[src/rtl/arb_pkg.sv]
// Shared types and helpers for the four-requester round-robin arbiter.
package arb_pkg;

  localparam int NUM_REQ = 4;
  localparam int IDX_W   = 2;

  typedef enum logic {
    IDLE  = 1'b0,
    GRANT = 1'b1
  } arb_state_t;

  typedef logic [IDX_W-1:0] arb_idx_t;

  function automatic logic [NUM_REQ-1:0] idx_onehot(input arb_idx_t idx);
    return NUM_REQ'(1) << idx;
  endfunction

endpackage

[src/rtl/rr_pick.sv]
// Combinational round-robin pick: first requester after last_idx, searching upward mod 4.
module rr_pick
  import arb_pkg::*;
(
  input  logic [NUM_REQ-1:0] req,
  input  arb_idx_t           last_idx,
  output logic               any_req,
  output arb_idx_t           win_idx
);

  arb_idx_t           start_s;
  arb_idx_t           pos_s;
  logic [NUM_REQ-1:0] rot_s;
  arb_idx_t           off_s;

  // Rotate the request vector so bit 0 is the slot right after last_idx.
  always_comb begin
    start_s = last_idx + 2'd1;
    pos_s   = 2'd0;
    rot_s   = 4'b0000;
    for (int k = 0; k < NUM_REQ; k++) begin
      pos_s    = start_s + arb_idx_t'(k);
      rot_s[k] = req[pos_s];
    end
  end

  // Priority-encode the rotated vector; lowest offset wins.
  always_comb begin
    casez (rot_s)
      4'b???1: off_s = 2'd0;
      4'b??10: off_s = 2'd1;
      4'b?100: off_s = 2'd2;
      4'b1000: off_s = 2'd3;
      default: off_s = 2'd0;
    endcase
  end

  assign any_req = |req;
  assign win_idx = start_s + off_s;

endmodule

[src/rtl/rr_arbiter_4.sv]
// Four-requester round-robin arbiter with bounded hold time, index output as x1/x0.
// Define ARB_LOCK_EN to add a `lock` input that suppresses timeout preemption.
module rr_arbiter_4
  import arb_pkg::*;
#(
  parameter int MAX_HOLD = 8
) (
  input  logic               clk,
  input  logic               rst_n,
  input  logic [NUM_REQ-1:0] req,
`ifdef ARB_LOCK_EN
  input  logic               lock,
`endif
  output logic               x1,
  output logic               x0,
  output logic               grant_valid,
  output logic               grant_new
);

  localparam int             CNT_W     = $clog2(MAX_HOLD + 1);
  localparam logic [CNT_W-1:0] HOLD_LAST = CNT_W'(MAX_HOLD - 1);

  arb_state_t       state_r, next_state_s;
  logic [CNT_W-1:0] hold_cnt_r, next_hold_s;
  arb_idx_t         last_idx_r, next_last_s;
  arb_idx_t         next_idx_s;
  logic             next_valid_s;
  logic             next_new_s;

  logic             any_req_s;
  arb_idx_t         win_idx_s;
  logic             others_s;
  logic             cur_req_s;
  logic             timeout_s;

  rr_pick u_pick (
    .req      (req),
    .last_idx (last_idx_r),
    .any_req  (any_req_s),
    .win_idx  (win_idx_s)
  );

  // In GRANT, last_idx_r is always the index currently granted.
  assign others_s  = |(req & ~idx_onehot(last_idx_r));
  assign cur_req_s = req[last_idx_r];
`ifdef ARB_LOCK_EN
  assign timeout_s = (hold_cnt_r == HOLD_LAST) && !lock;
`else
  assign timeout_s = (hold_cnt_r == HOLD_LAST);
`endif

  // Next-state and next-output decode.
  always_comb begin
    next_state_s = state_r;
    next_hold_s  = hold_cnt_r;
    next_last_s  = last_idx_r;
    next_idx_s   = {x1, x0};
    next_valid_s = grant_valid;
    next_new_s   = 1'b0;
    case (state_r)
      IDLE: begin
        if (any_req_s) begin
          next_state_s = GRANT;
          next_idx_s   = win_idx_s;
          next_last_s  = win_idx_s;
          next_hold_s  = '0;
          next_valid_s = 1'b1;
          next_new_s   = 1'b1;
        end else begin
          next_valid_s = 1'b0;
        end
      end
      GRANT: begin
        if (!cur_req_s || (timeout_s && others_s)) begin
          if (others_s) begin
            next_idx_s   = win_idx_s;
            next_last_s  = win_idx_s;
            next_hold_s  = '0;
            next_valid_s = 1'b1;
            next_new_s   = 1'b1;
          end else begin
            next_state_s = IDLE;
            next_valid_s = 1'b0;
          end
        end else if (hold_cnt_r != HOLD_LAST) begin
          next_hold_s = hold_cnt_r + CNT_W'(1);
        end else begin
          next_hold_s = hold_cnt_r;
        end
      end
      default: begin
        next_state_s = IDLE;
        next_valid_s = 1'b0;
      end
    endcase
  end

  // State and output registers; last_idx resets to 3 so the first search starts at 0.
  always_ff @(posedge clk or negedge rst_n) begin
    if (!rst_n) begin
      state_r     <= IDLE;
      hold_cnt_r  <= '0;
      last_idx_r  <= 2'd3;
      x1          <= 1'b0;
      x0          <= 1'b0;
      grant_valid <= 1'b0;
      grant_new   <= 1'b0;
    end else begin
      state_r     <= next_state_s;
      hold_cnt_r  <= next_hold_s;
      last_idx_r  <= next_last_s;
      x1          <= next_idx_s[1];
      x0          <= next_idx_s[0];
      grant_valid <= next_valid_s;
      grant_new   <= next_new_s;
    end
  end

endmodule

[config.mk]
export PLATFORM = sky130hd
export DESIGN_NAME = rr_arbiter_4
export DESIGN_NICKNAME = d
export VERILOG_FILES = /design/src/rtl/arb_pkg.sv /design/src/rtl/rr_pick.sv /design/src/rtl/rr_arbiter_4.sv
export SDC_FILE = /design/constraint.sdc
export NUM_CORES = 1
export LEC_CHECK = 0
export CORE_MARGIN = 8
export CORE_UTILIZATION = 57
export DETAILED_ROUTE_END_ITERATION = 8
export GPL_TIMING_DRIVEN = 1
export HOLD_SLACK_MARGIN = 0.08
export PLACE_DENSITY = 0.82
export SYNTH_ARGS = -nofsm -noshare
export SYNTH_HDL_FRONTEND = slang
export SYNTH_HIERARCHICAL = 1
export SYNTH_SLANG_ARGS = --single-unit
[constraint.sdc]
create_clock -name clk -period 4.55 [get_ports clk]
set_input_delay 0.6825 -clock clk [delete_from_list [all_inputs] [get_ports clk]]
set_output_delay 0.6825 -clock clk [all_outputs]
set_load 0.02 [all_outputs]
== Word-level counts from Yosys, hierarchy flattened ==
Cells that the tools add are included.

* Add/sub/neg operators: 6
* Multiply operators: 0
* Div/mod/pow operators: 0
* Order comparisons: 5
* Equal/unequal tests: 10
* Shift operators: 1
* Muxes and demuxes: 28
* Bitwise logic cells: 3
* Reduce and logical (&&, ||, !) cells: 7

{| class="wikitable"
|+ Operator list
! operator !! number
|-
| 4-bit two-way mux || 4
|-
| 2-bit by 3-bit < comparator with 1-bit output (second input constant) || 5
|-
| 1-bit binary-select mux with 2-bit select || 5
|-
| 1-bit two-way mux || 10
|-
| 4-bit one-hot mux with 2 select lines || 1
|-
| 4-bit OR reduction || 2
|-
| 2-bit two-way mux || 3
|-
| 1-bit one-hot mux with 2 select lines || 3
|-
| 2-bit one-hot mux with 3 select lines || 1
|-
| 3-bit AND reduction || 2
|-
| 2-bit by 1-bit adder with 2-bit output (second input constant) || 2
|-
| 2-bit adder (second input constant) || 2
|-
| 4-bit by 1-bit adder with 4-bit output (second input constant) || 1
|-
| 4-bit AND || 1
|-
| 4-bit by 3-bit == test with 1-bit output (second input constant) || 1
|-
| 4-bit == test (second input constant) || 1
|-
| 2-bit by 1-bit != test with 1-bit output (second input constant) || 2
|-
| 4-bit by 3-bit != test with 1-bit output (second input constant) || 1
|-
| 4-bit inverter || 1
|-
| 2-bit one-hot mux with 2 select lines || 1
|-
| 1-bit by 2-bit << shifter with 4-bit output (first input constant) || 1
|-
| 3-bit == test (second input constant) || 1
|-
| 3-bit by 1-bit != test with 1-bit output (second input constant) || 1
|-
| 3-bit != test (second input constant) || 1
|-
| other kinds (7) || 7
|}

* Flip-flop bits (word level): 11
* Bits in latches: 0
* Bits in writable memories: 0
* ROM bits: 0
* Input port bits: 6
* Output and inout bits: 4
* Memories: 0

== Logic depth before layout (Yosys ltp) ==
Gate-level depths: netlist of the first run.

* Depth in word-level cells: 10
* Mapped depth: 9
* Mapped depth without buffers: 9

== By module ==
The synthesis of the first run kept the hierarchy.

{| class="wikitable"
|+ Modules (own cells, without submodules)
! module !! times used !! cells an instance !! area each (sq um) !! sequential area each (sq um)
|-
| rr_arbiter_4 || 1 || 52 || 606.8 || 277.8
|-
| rr_pick || 1 || 29 || 192.7 || 0.0
|}

== Worst setup path before layout of the first run ==
OpenSTA, ideal clock, no wires.

* Kind: input to register
* Start point: input port req[1]
* End point: register x1
* Arrival time: 2.046 ns
* Required time: 4.425 ns
* Slack: 2.379 ns
* Stages: 9
* Cell sequence: inv_1 > o21ai_0 > a21oi_1 > o31a_1 > ha_1 > xnor2_1 > xnor2_1 > xnor2_1 > mux2_4

* Cells in the longest elaborated chain, start to end: 8
* Elaborated cells on any way between the ends: 29

{| class="wikitable"
|+ Ends and longest elaborated chain
! item !! RTL line !! RTL
|-
| start, declared || rr_arbiter_4.sv:10 || <nowiki>input logic [NUM_REQ-1:0] req,</nowiki>
|-
| 1-bit binary-select mux with 2-bit select || rr_pick.sv:23 || <nowiki>rot_s[k] = req[pos_s];</nowiki>
|-
| 1-bit two-way mux (implied by the code) || rr_pick.sv:23 ||
|-
| 4-bit == test (tied with other cells) || rr_pick.sv:29 || <nowiki>casez (rot_s)</nowiki>
|-
| 2-bit one-hot mux with 3 select lines * || rr_pick.sv:29 ||
|-
| 2-bit adder * || rr_pick.sv:39 || <nowiki>assign win_idx = start_s + off_s;</nowiki>
|-
| 2-bit two-way mux || rr_arbiter_4.sv:75 || <nowiki>if (others_s) begin</nowiki>
|-
| 2-bit two-way mux || rr_arbiter_4.sv:74 || <nowiki>if (!cur_req_s || (timeout_s && others_s)) begin</nowiki>
|-
| 2-bit one-hot mux with 2 select lines * || rr_arbiter_4.sv:60 || <nowiki>case (state_r)</nowiki>
|-
| named net next_idx_s[1] || rr_arbiter_4.sv:26 || <nowiki>arb_idx_t next_idx_s;</nowiki>
|-
| end signal, assigned || rr_arbiter_4.sv:112 || <nowiki>x1 <= next_idx_s[1];</nowiki>
|-
| end, declared || rr_arbiter_4.sv:14 || <nowiki>output logic x1,</nowiki>
|}

Mark *: on every way through the listed nets, which the timed path passes. The rest lies on a longest branch. The select of a mux whose other input is x is not followed.
A chain may end at the register's enable or synchronous reset.

== Worst setup path after layout of the first run ==
Ends and elaborated chain as after synthesis.

==> flow_results.org, run 1 <==
** Floorplan
- Starting Density :: 0.614
- After floorplanning, the core was divided into 13 placement rows.
- After floorplanning, the core was sized to cover 1300 um^2.
- Die H :: 53.5 um
- Die area :: 2860 um^2
- I/O Pins :: 10
- In this run the horizontal extent of the chip is 53.5 um.

** Detailed routing
- Drt initial violations :: 8
- Number of iterations in the first detailed-routing pass :: 4
- Using the TritonRoute via totals, the vias-per-cell ratio works out to 5.98.
- Summed over all layers, the routed wires come to 1650 um.
- Vias :: 646
- For this run, design rule violations remaining after detail routing come to 0.
- The detail route stage leaves a number of antenna-violating nets equal to 0.
- Average detailed-routed wire length per instance :: 15.3 um

** Critical path
- Type of destination of the critical path :: flip-flop
- Reg-to-reg critical path endpoint :: x0
- Crit path max-delay family :: buffers and inverters
- R2r startpoint :: last_idx_r[0]
- For the worst setup path, the data arrival time is 2990 ps.
- The number of cells on the worst reg-to-reg path is 4.
- Sequence of cells on the critical path :: clkdlybuf4s50_1 > inv_1 > o21ai_0 > a21oi_1 > o31a_1 > ha_1 > xnor2_1 > xnor2_1 > xnor2_1 > mux2_4
- The setup path with the least slack is of type in -> reg.
- Of all nets on the critical path, the largest fanout is 9.
- The critical path runs through a total of 10 cells.
- On the critical path, the stage with the largest delay is an instance of sky130_fd_sc_hd__clkdlybuf4s50_1.
- Most common cell type on the critical path :: sky130_fd_sc_hd__xnor2_1
- Startpoint class of the critical path :: input port
- Counting both buffers and inverters, the worst setup path holds a total of 2.
- Maximum cell stage delay along the critical path :: 630 ps
- Data on the critical path is required at its endpoint by 4720 ps.
- R2r setup slk :: 2280 ps

** Synthesis
- Main combinational cell family by area after synthesis :: compound AO/OA/AOI/OAI gates
- Portion of the post-synthesis area used by sequential elements :: 0.347
- Of the total synthesized cell area, the portion taken by full adders, half adders and majority gates is 0.0313.
- The portion of synthesized area spent on multiplexers is 0.155.
- Post-synthesis async set-or-reset flop share :: 1.00
- After synthesis, the cell types taking the most area are sky130_fd_sc_hd__dfrtp_1 (28%), sky130_fd_sc_hd__mux2_4 (7.5%), sky130_fd_sc_hd__dfstp_2 (6.6%).
- Most repeated cell in the gate-level netlist after synthesis :: sky130_fd_sc_hd__dfrtp_1
- Cell type with the highest aggregate area in the netlist :: sky130_fd_sc_hd__dfrtp_1
- Number of warnings reported in the yosys synthesis log :: 6
- Leading cell types by count after synthesis :: sky130_fd_sc_hd__dfrtp_1 (9), sky130_fd_sc_hd__inv_1 (7), sky130_fd_sc_hd__nand2_1 (7)
- Of the total synthesized cell area, the portion taken by XOR and XNOR cells is 0.0329.
- The mapped netlist covers 800 um^2.
- The share of synthesized area in the top cell type comes to 0.282.
- Of the total synthesized cell area, the portion taken by AND, OR, NAND and NOR gates is 0.174.
- Mean post-synth cell area :: 9.87 um^2
- Area fraction in compound gates after synthesis :: 0.213
- Syn nets :: 89
- Number of enable-type register cells in the synthesized netlist :: 0
- Yosys mapped the design onto 35 distinct sky130hd cell types.
- Most used flip-flop cell after synthesis :: sky130_fd_sc_hd__dfrtp_1
- Synthesis handed over a netlist of 81 instances.
- Number of flip-flops and latches in the synthesized netlist :: 11

** STA
- The worst path in the final design needs a cycle of 2820 ps, including I/O delays and setup.
- The total count of max-transition violations in the final report is 0.
- For the pin with the worst max-slew slack, the measured transition is 484 ps.
- Unrepaired setup endpoints after global routing :: no
- The clock arrives with 4.43 ps of skew.
- Headroom to the max-slew limit came out at 0.676.
- Setup violations remaining at the end of the flow were counted as 0.
- The number of hold violations in the final report came to 0.
- Fmax achieved :: 355 MHz
- Dividing the final minimum period by the clock period gives 0.620.
- Total Neg Setup Slack :: 0 ps

** Final layout
- 0 antenna diodes ended up in the layout.
- Summing all flip-flop and latch instances after layout gives 278 um^2.
- Area grow syn2layout :: 15.6%
- Layout cells sized above 1 :: 0.204
- Fillers :: 106
- With fillers left out, the area of the finished cells amounts to 925 um^2.
- Nets@finish :: 102
- Summing all multi-input logic gate instances after layout gives 484 um^2.

** CTS
- Clock tree root buffer cell :: sky130_fd_sc_hd__clkbuf_4
- TritonCTS built the clock tree.
- Counting the buffers created by CTS gives 3.
- After clock tree synthesis, the clock-pin slew on the worst setup and hold paths is 80 ps.
- Number of hold-repair buffers added at the cts stage :: 0
- Buffers added to address setup during post-CTS repair amount to 0.
- Max Buffers Root-to-Sink :: 2
- Clock latency on the worst-skew pair :: 280 ps
- After clock tree synthesis, the repair step resized 0 gates.
- Count of H-tree levels built during CTS :: 1
- The clock net in this run drives a total of 11 sinks.

** Placement
- Once placement finished, the instance area stood at 897 um^2.
- The wire-length estimate of the detail-placed layout is 1280 um.
- Final Wtd Congestion :: 0.808
- In this run the tool buffered the top-level ports with 9 buffer cells.

** Hold path
- The path with the worst hold slack has its endpoint at hold_cnt_r[0].
- Hold path cells :: 1
- The tightest min-delay check is of the reg -> reg type.
- The worst hold path begins at hold_cnt_r[0].

** Power
- Leakage component of the power :: 0.402 nW
- Power density cells :: 739 nW/um^2
- VDD sags by at most 0.565 mV.

** Global route
- Via count of the first global-routing pass :: 692
- Remaining global-route overflow :: 0
- The number of antenna violations at the first check in global routing came to 0.
- Global Route Usage Sum :: 0.137
- Wire length of the first global-routing pass :: 2940 um
- Entering global routing, the biggest net connects 12 pins.

** Status
- Outcome :: finished, final reports clean

** Flow run
- The tool flagged a number of max-cap violations equal to 0.
-- where the power goes --
part           switching (mW)  internal [mW]
clock                  0.0373         0.0326
combinational           0.175          0.227
sequential             0.0567          0.155
total                   0.269          0.414
-- metrics by stage --
step                       util  hold WS [ps]  setup WS, ps  instances  power, mW
final                     0.711           508          1730        108      0.684
after global routing      0.711           553          1650        108      0.736
after CTS                 0.711           513          1760        108      0.690
after detailed placement  0.689           502          1460        104      0.619
after global placement    0.689           498          1610        104      0.593
after floorplan               -           387          2380         81      0.519
-- layout by cell type, fill, tap and decap left out, types with 2 or more instances in the layout --
cell type	n
sky130_fd_sc_hd__o31a_1	2
sky130_fd_sc_hd__mux2_4	4
sky130_fd_sc_hd__a2bb2oi_1	2
sky130_fd_sc_hd__clkbuf_4	3
sky130_fd_sc_hd__o21ai_0	4
sky130_fd_sc_hd__and3_2	2
sky130_fd_sc_hd__dfrtp_1	9
sky130_fd_sc_hd__o21bai_1	2
sky130_fd_sc_hd__nor2_1	6
sky130_fd_sc_hd__a21oi_1	4
sky130_fd_sc_hd__a31oi_1	2
sky130_fd_sc_hd__nand2_1	7
sky130_fd_sc_hd__xnor2_1	3
sky130_fd_sc_hd__inv_1	7
sky130_fd_sc_hd__dfstp_2	2
sky130_fd_sc_hd__clkdlybuf4s50_1	9
sky130_fd_sc_hd__mux2i_1	3
sky130_fd_sc_hd__o211ai_1	2
sky130_fd_sc_hd__ha_1	2
-- cells by family after synthesis --
| kind of cell | count (synthesis) |
|---|---|
| AOI/OAI and AO/OA | 23 |
| xor gates and xnor gates | 3 |
| adders and majority gates | 2 |
| buffers and inverters | 8 |
| DFF | 11 |
| muxes | 9 |
| and+or+nand+nor | 25 |
-- flip-flops by register name, summed over array words and instances, names as in the netlist --
name / count
last_idx_r: 2
state_r: 1
x1: 1
hold_cnt_r: 4
grant_valid: 1
x0: 1
grant_new: 1
-- worst max-delay path by stage --
stage          end  slack [ps]    from
2_1_floorplan   x1        2380  req[1]
3_5_place_dp    x1        1460  req[1]
3_3_place_gp    x1        1610  req[1]
6_report        x1        1730  req[1]
5_1_grt         x1        1650  req[1]
4_1_cts         x1        1760  req[1]
-- layer usage --
layer	vias up	routed length, um	global-route usage
met5	-	0	0
met4	0	36	0.0756
met3	4	37	0.0196
met2	13	904	0.258
met1	312	675	0.139
li1	317	-	-
-- area by class of cell --
| cell class | count | share of cell area |
|---|---|---|
| Multi-Input combinational cell | 62 | 0.524 |
| Inverter | 7 | 0.0284 |
| Sequential cell | 11 | 0.300 |
| Clock inverter | 1 | 0.00541 |
| Clock buffer | 3 | 0.0244 |
| Timing Repair Buffer | 9 | 0.0974 |
| Tap cell | 15 | 0.0203 |
Power figures use the tool's default switching activity.
==> run 2, diff against run 1 <==
--- a/config.mk
+++ b/config.mk
@@ -6,11 +6,11 @@
 export NUM_CORES = 1
 export LEC_CHECK = 0
 export CORE_MARGIN = 8
-export CORE_UTILIZATION = 57
+export CORE_UTILIZATION = 53
 export DETAILED_ROUTE_END_ITERATION = 8
 export GPL_TIMING_DRIVEN = 1
 export HOLD_SLACK_MARGIN = 0.08
-export PLACE_DENSITY = 0.82
+export PLACE_DENSITY = 0.77
 export SYNTH_ARGS = -nofsm -noshare
 export SYNTH_HDL_FRONTEND = slang
 export SYNTH_HIERARCHICAL = 1
==> constraint.sdc (replaced) <==
create_clock -name clk -period 2.9 [get_ports clk]
set_input_delay 0.435 -clock clk [delete_from_list [all_inputs] [get_ports clk]]
set_output_delay 0.435 -clock clk [all_outputs]
set_load 0.02 [all_outputs]
==> flow_results.org, run 2 (synthesis gave the netlist of run 1 again) <==
** Status
- The flow ran to the end, and the final reports show no timing, DRC or antenna violations.

** Global route
- The total overflow left after global routing is 0.
- Global Route Usage Sum :: 0.121
- Entering global routing, the biggest net connects 12 pins.
- Wire length of the first global-routing pass :: 2650 um
- The number of antenna violations at the first check in global routing is 0.
- The via count of the first global-routing pass is 611.

** Final layout
- Ranked by flip-flop count, first place goes to hold_cnt_r.
- Leaving out filler cells and counting taps, the final layout contains 110.
- In the final layout, the registers with the most flip-flops are hold_cnt_r (4), last_idx_r (2).
- Fillers :: 132
- The repair_antennas step left the layout with diodes totalling 0.
- Nets@finish :: 103
- Area grow syn2layout :: 16.6%
- Layout cells sized above 1 :: 0.202
- Flip-flop count of the largest register after layout :: 4
- Final standard cell area without fillers :: 932 um^2
- Leaving out fill and tap cells, the most frequent cells in the layout are sky130_fd_sc_hd__dfrtp_1 (9), sky130_fd_sc_hd__clkdlybuf4s50_1 (9), sky130_fd_sc_hd__inv_1 (7), sky130_fd_sc_hd__nand2_1 (7), sky130_fd_sc_hd__nor2_1 (6).

** Placement
- At the end of routability-driven placement, the weighted congestion stood at 0.802.
- After detailed placement, the total cell area comes to 906 um^2.
- Buffers on Ports :: 9
- Total instance count after detailed placement :: 106
- After legalization and detailed placement, the total HPWL measured 1160 um.

** STA
- Post-Route Skew :: 2.63 ps
- Worst-case headroom to the max-slew limit :: 0.668
- Dividing the final minimum period by the clock period gives 0.855.
- Based on the critical path, the design can be clocked at up to 403 MHz.
- Final setup violating endpoints :: 0
- Unrepaired setup endpoints after global routing :: no
- Total Neg Setup Slack :: 0 ps
- The number of hold violations in the final report came to 0.
- Tmin final :: 2480 ps
- At the pin with the least slew margin, the transition time is 496 ps.
- The total count of max-transition violations in the final report is 0.

** Critical path
- At the worst endpoint, the required time is 3050 ps.
- Arrival @ worst endpoint :: 2640 ps
- Startpoint class of the critical path :: input port
- Of all nets on the critical path, the largest fanout is 9.
- Type of the setup path with the least slack :: in -> reg
- The startpoint identified for the worst register-to-register timing path is last_idx_r[0].
- The worst setup path is captured at a flip-flop.
- In this run the critical register-to-register path is captured at x1.
- R2r setup slk :: 660 ps
- Worst reg-to-reg path cell count :: 4

** Floorplan
- Die area :: 3010 um^2
- Die Width :: 54.8 um
- The initialized floorplan defines 14 standard-cell rows.
- 10 I/O pins were placed.
- Standard cell core area :: 1450 um^2
- Die H :: 54.8 um
- Starting Density :: 0.550

** Detailed routing
- For this run, the detailed router's first-pass iteration total came to 4.
- The count of nets left with antenna violations once routing finished came out at 0.
- Via density :: 5.93
- For this block, the routed nets add up to 1510 um of wire.
- Drt initial violations :: 15
- DR DRC count :: 0
- The final route contains 652 vias.
- Average detailed-routed wire length per instance :: 13.7 um

** Power
- The share of total power dissipated in the clock network is 0.100.
- Of the total power, the share spent switching nets is 0.378.
- Power density cells :: 1130 nW/um^2
- Leakage component of the power :: 0.405 nW
- In this run the power spent charging and discharging nets is 397 uW.
- Of the total power, registers draw 0.315.
- Cell internal power dissipation :: 653 uW
- Worst IR drop on VDD :: 0.866 mV
- The share of total power dissipated in combinational logic is 0.585.

** CTS
- Count of H-tree levels built during CTS :: 1
- Max Buffers Root-to-Sink :: 2
- TritonCTS built the clock tree.
- Buffers inserted to repair hold after CTS numbered 0.
- Clock latency on the worst-skew pair :: 270 ps
- Post-CTS timing repair inserted 0 buffers for setup.
- CTS saw 11 sinks.
- Number of gates resized after CTS :: 0
- In this run the clock root is driven by a sky130_fd_sc_hd__clkbuf_4.
- CTS clock-pin slew for the worst setup and hold paths :: 70 ps
- TritonCTS buffer count :: 3

** Hold path
- Type of the tightest min-delay check :: in -> async

** Flow run
- Total of max-cap violations :: 0
[run 2: cell types whose count changed in the layout (fill, tap and decap cells not counted)]
cell / delta
sky130_fd_sc_hd__buf_4: +1
sky130_fd_sc_hd__clkbuf_1: +1
sky130_fd_sc_hd__clkinv_2: -1
[run 2: worst max path at each step]
stage | slack [ps] | from | endpoint
finish | 420 | req[1] | x1
CTS | 430 | req[1] | x1
global placement | 220 | req[1] | x1
detailed placement | 150 | req[1] | x1
global route | 310 | req[1] | x1
floorplan | 840 | last_idx_r[0] | x0
[run 2: routing by layer]
| metal | vias to the layer above | GRT usage | part of all wire |
|---|---|---|---|
| met2 | 11 | 0.198 | 0.50 |
| met3 | 4 | 0.0408 | 0.037 |
| li1 | 324 | - | - |
| met4 | 0 | 0.0861 | 0.018 |
| met1 | 313 | 0.127 | 0.44 |
| met5 | - | 0 | 0 |
[run 2: per-stage QoR]
step                      setup slack (ps)  utilization  hold WS (ps)  power, mW
after floorplan                        839            -           139      0.814
after global placement                 222        0.623           497      0.934
after detailed placement               148        0.623           502      0.952
after CTS                              434        0.641           506       1.06
after global routing                   308        0.641           535       1.13
final                                  420        0.641           496       1.05
[run 2: area by class of cell]
| type | count | area [um^2] | share of cell area |
|---|---|---|---|
| Tap cell | 16 | 20.0 | 0.0215 |
| Inverter | 7 | 26.3 | 0.0282 |
| Timing Repair Buffer | 10 | 97.6 | 0.105 |
| Sequential cell | 11 | 278 | 0.298 |
| Multi-Input combinational cell | 62 | 484 | 0.519 |
| Clock buffer | 4 | 26.3 | 0.0282 |
[run 2: critical path, cell delays in order]
cell                              delay, ps
sky130_fd_sc_hd__clkdlybuf4s50_1        620
sky130_fd_sc_hd__inv_1                  110
sky130_fd_sc_hd__o21ai_0                160
sky130_fd_sc_hd__a21oi_1                 80
sky130_fd_sc_hd__o31a_1                 270
sky130_fd_sc_hd__ha_1                   200
sky130_fd_sc_hd__xnor2_1                220
sky130_fd_sc_hd__xnor2_1                160
sky130_fd_sc_hd__xnor2_1                110
sky130_fd_sc_hd__mux2_4                 280
[run 2: power groups by stage]
stage	logic (mW)	clock network (mW)	registers, mW
finish	0.614	0.105	0.331
global route	0.670	0.118	0.344
CTS	0.621	0.108	0.332
detailed placement	0.617	0	0.334
global placement	0.602	0	0.332
floorplan	0.475	0	0.339
==> run 3, diff against run 2 <==
--- a/config.mk
+++ b/config.mk
@@ -11,6 +11,7 @@
 export GPL_TIMING_DRIVEN = 1
 export HOLD_SLACK_MARGIN = 0.08
 export PLACE_DENSITY = 0.77
+export SLEW_MARGIN = 20
 export SYNTH_ARGS = -nofsm -noshare
 export SYNTH_HDL_FRONTEND = slang
 export SYNTH_HIERARCHICAL = 1
==> results of run 3 <==
Same layout as run 2: the final DEF is identical, and so are final timing and power.
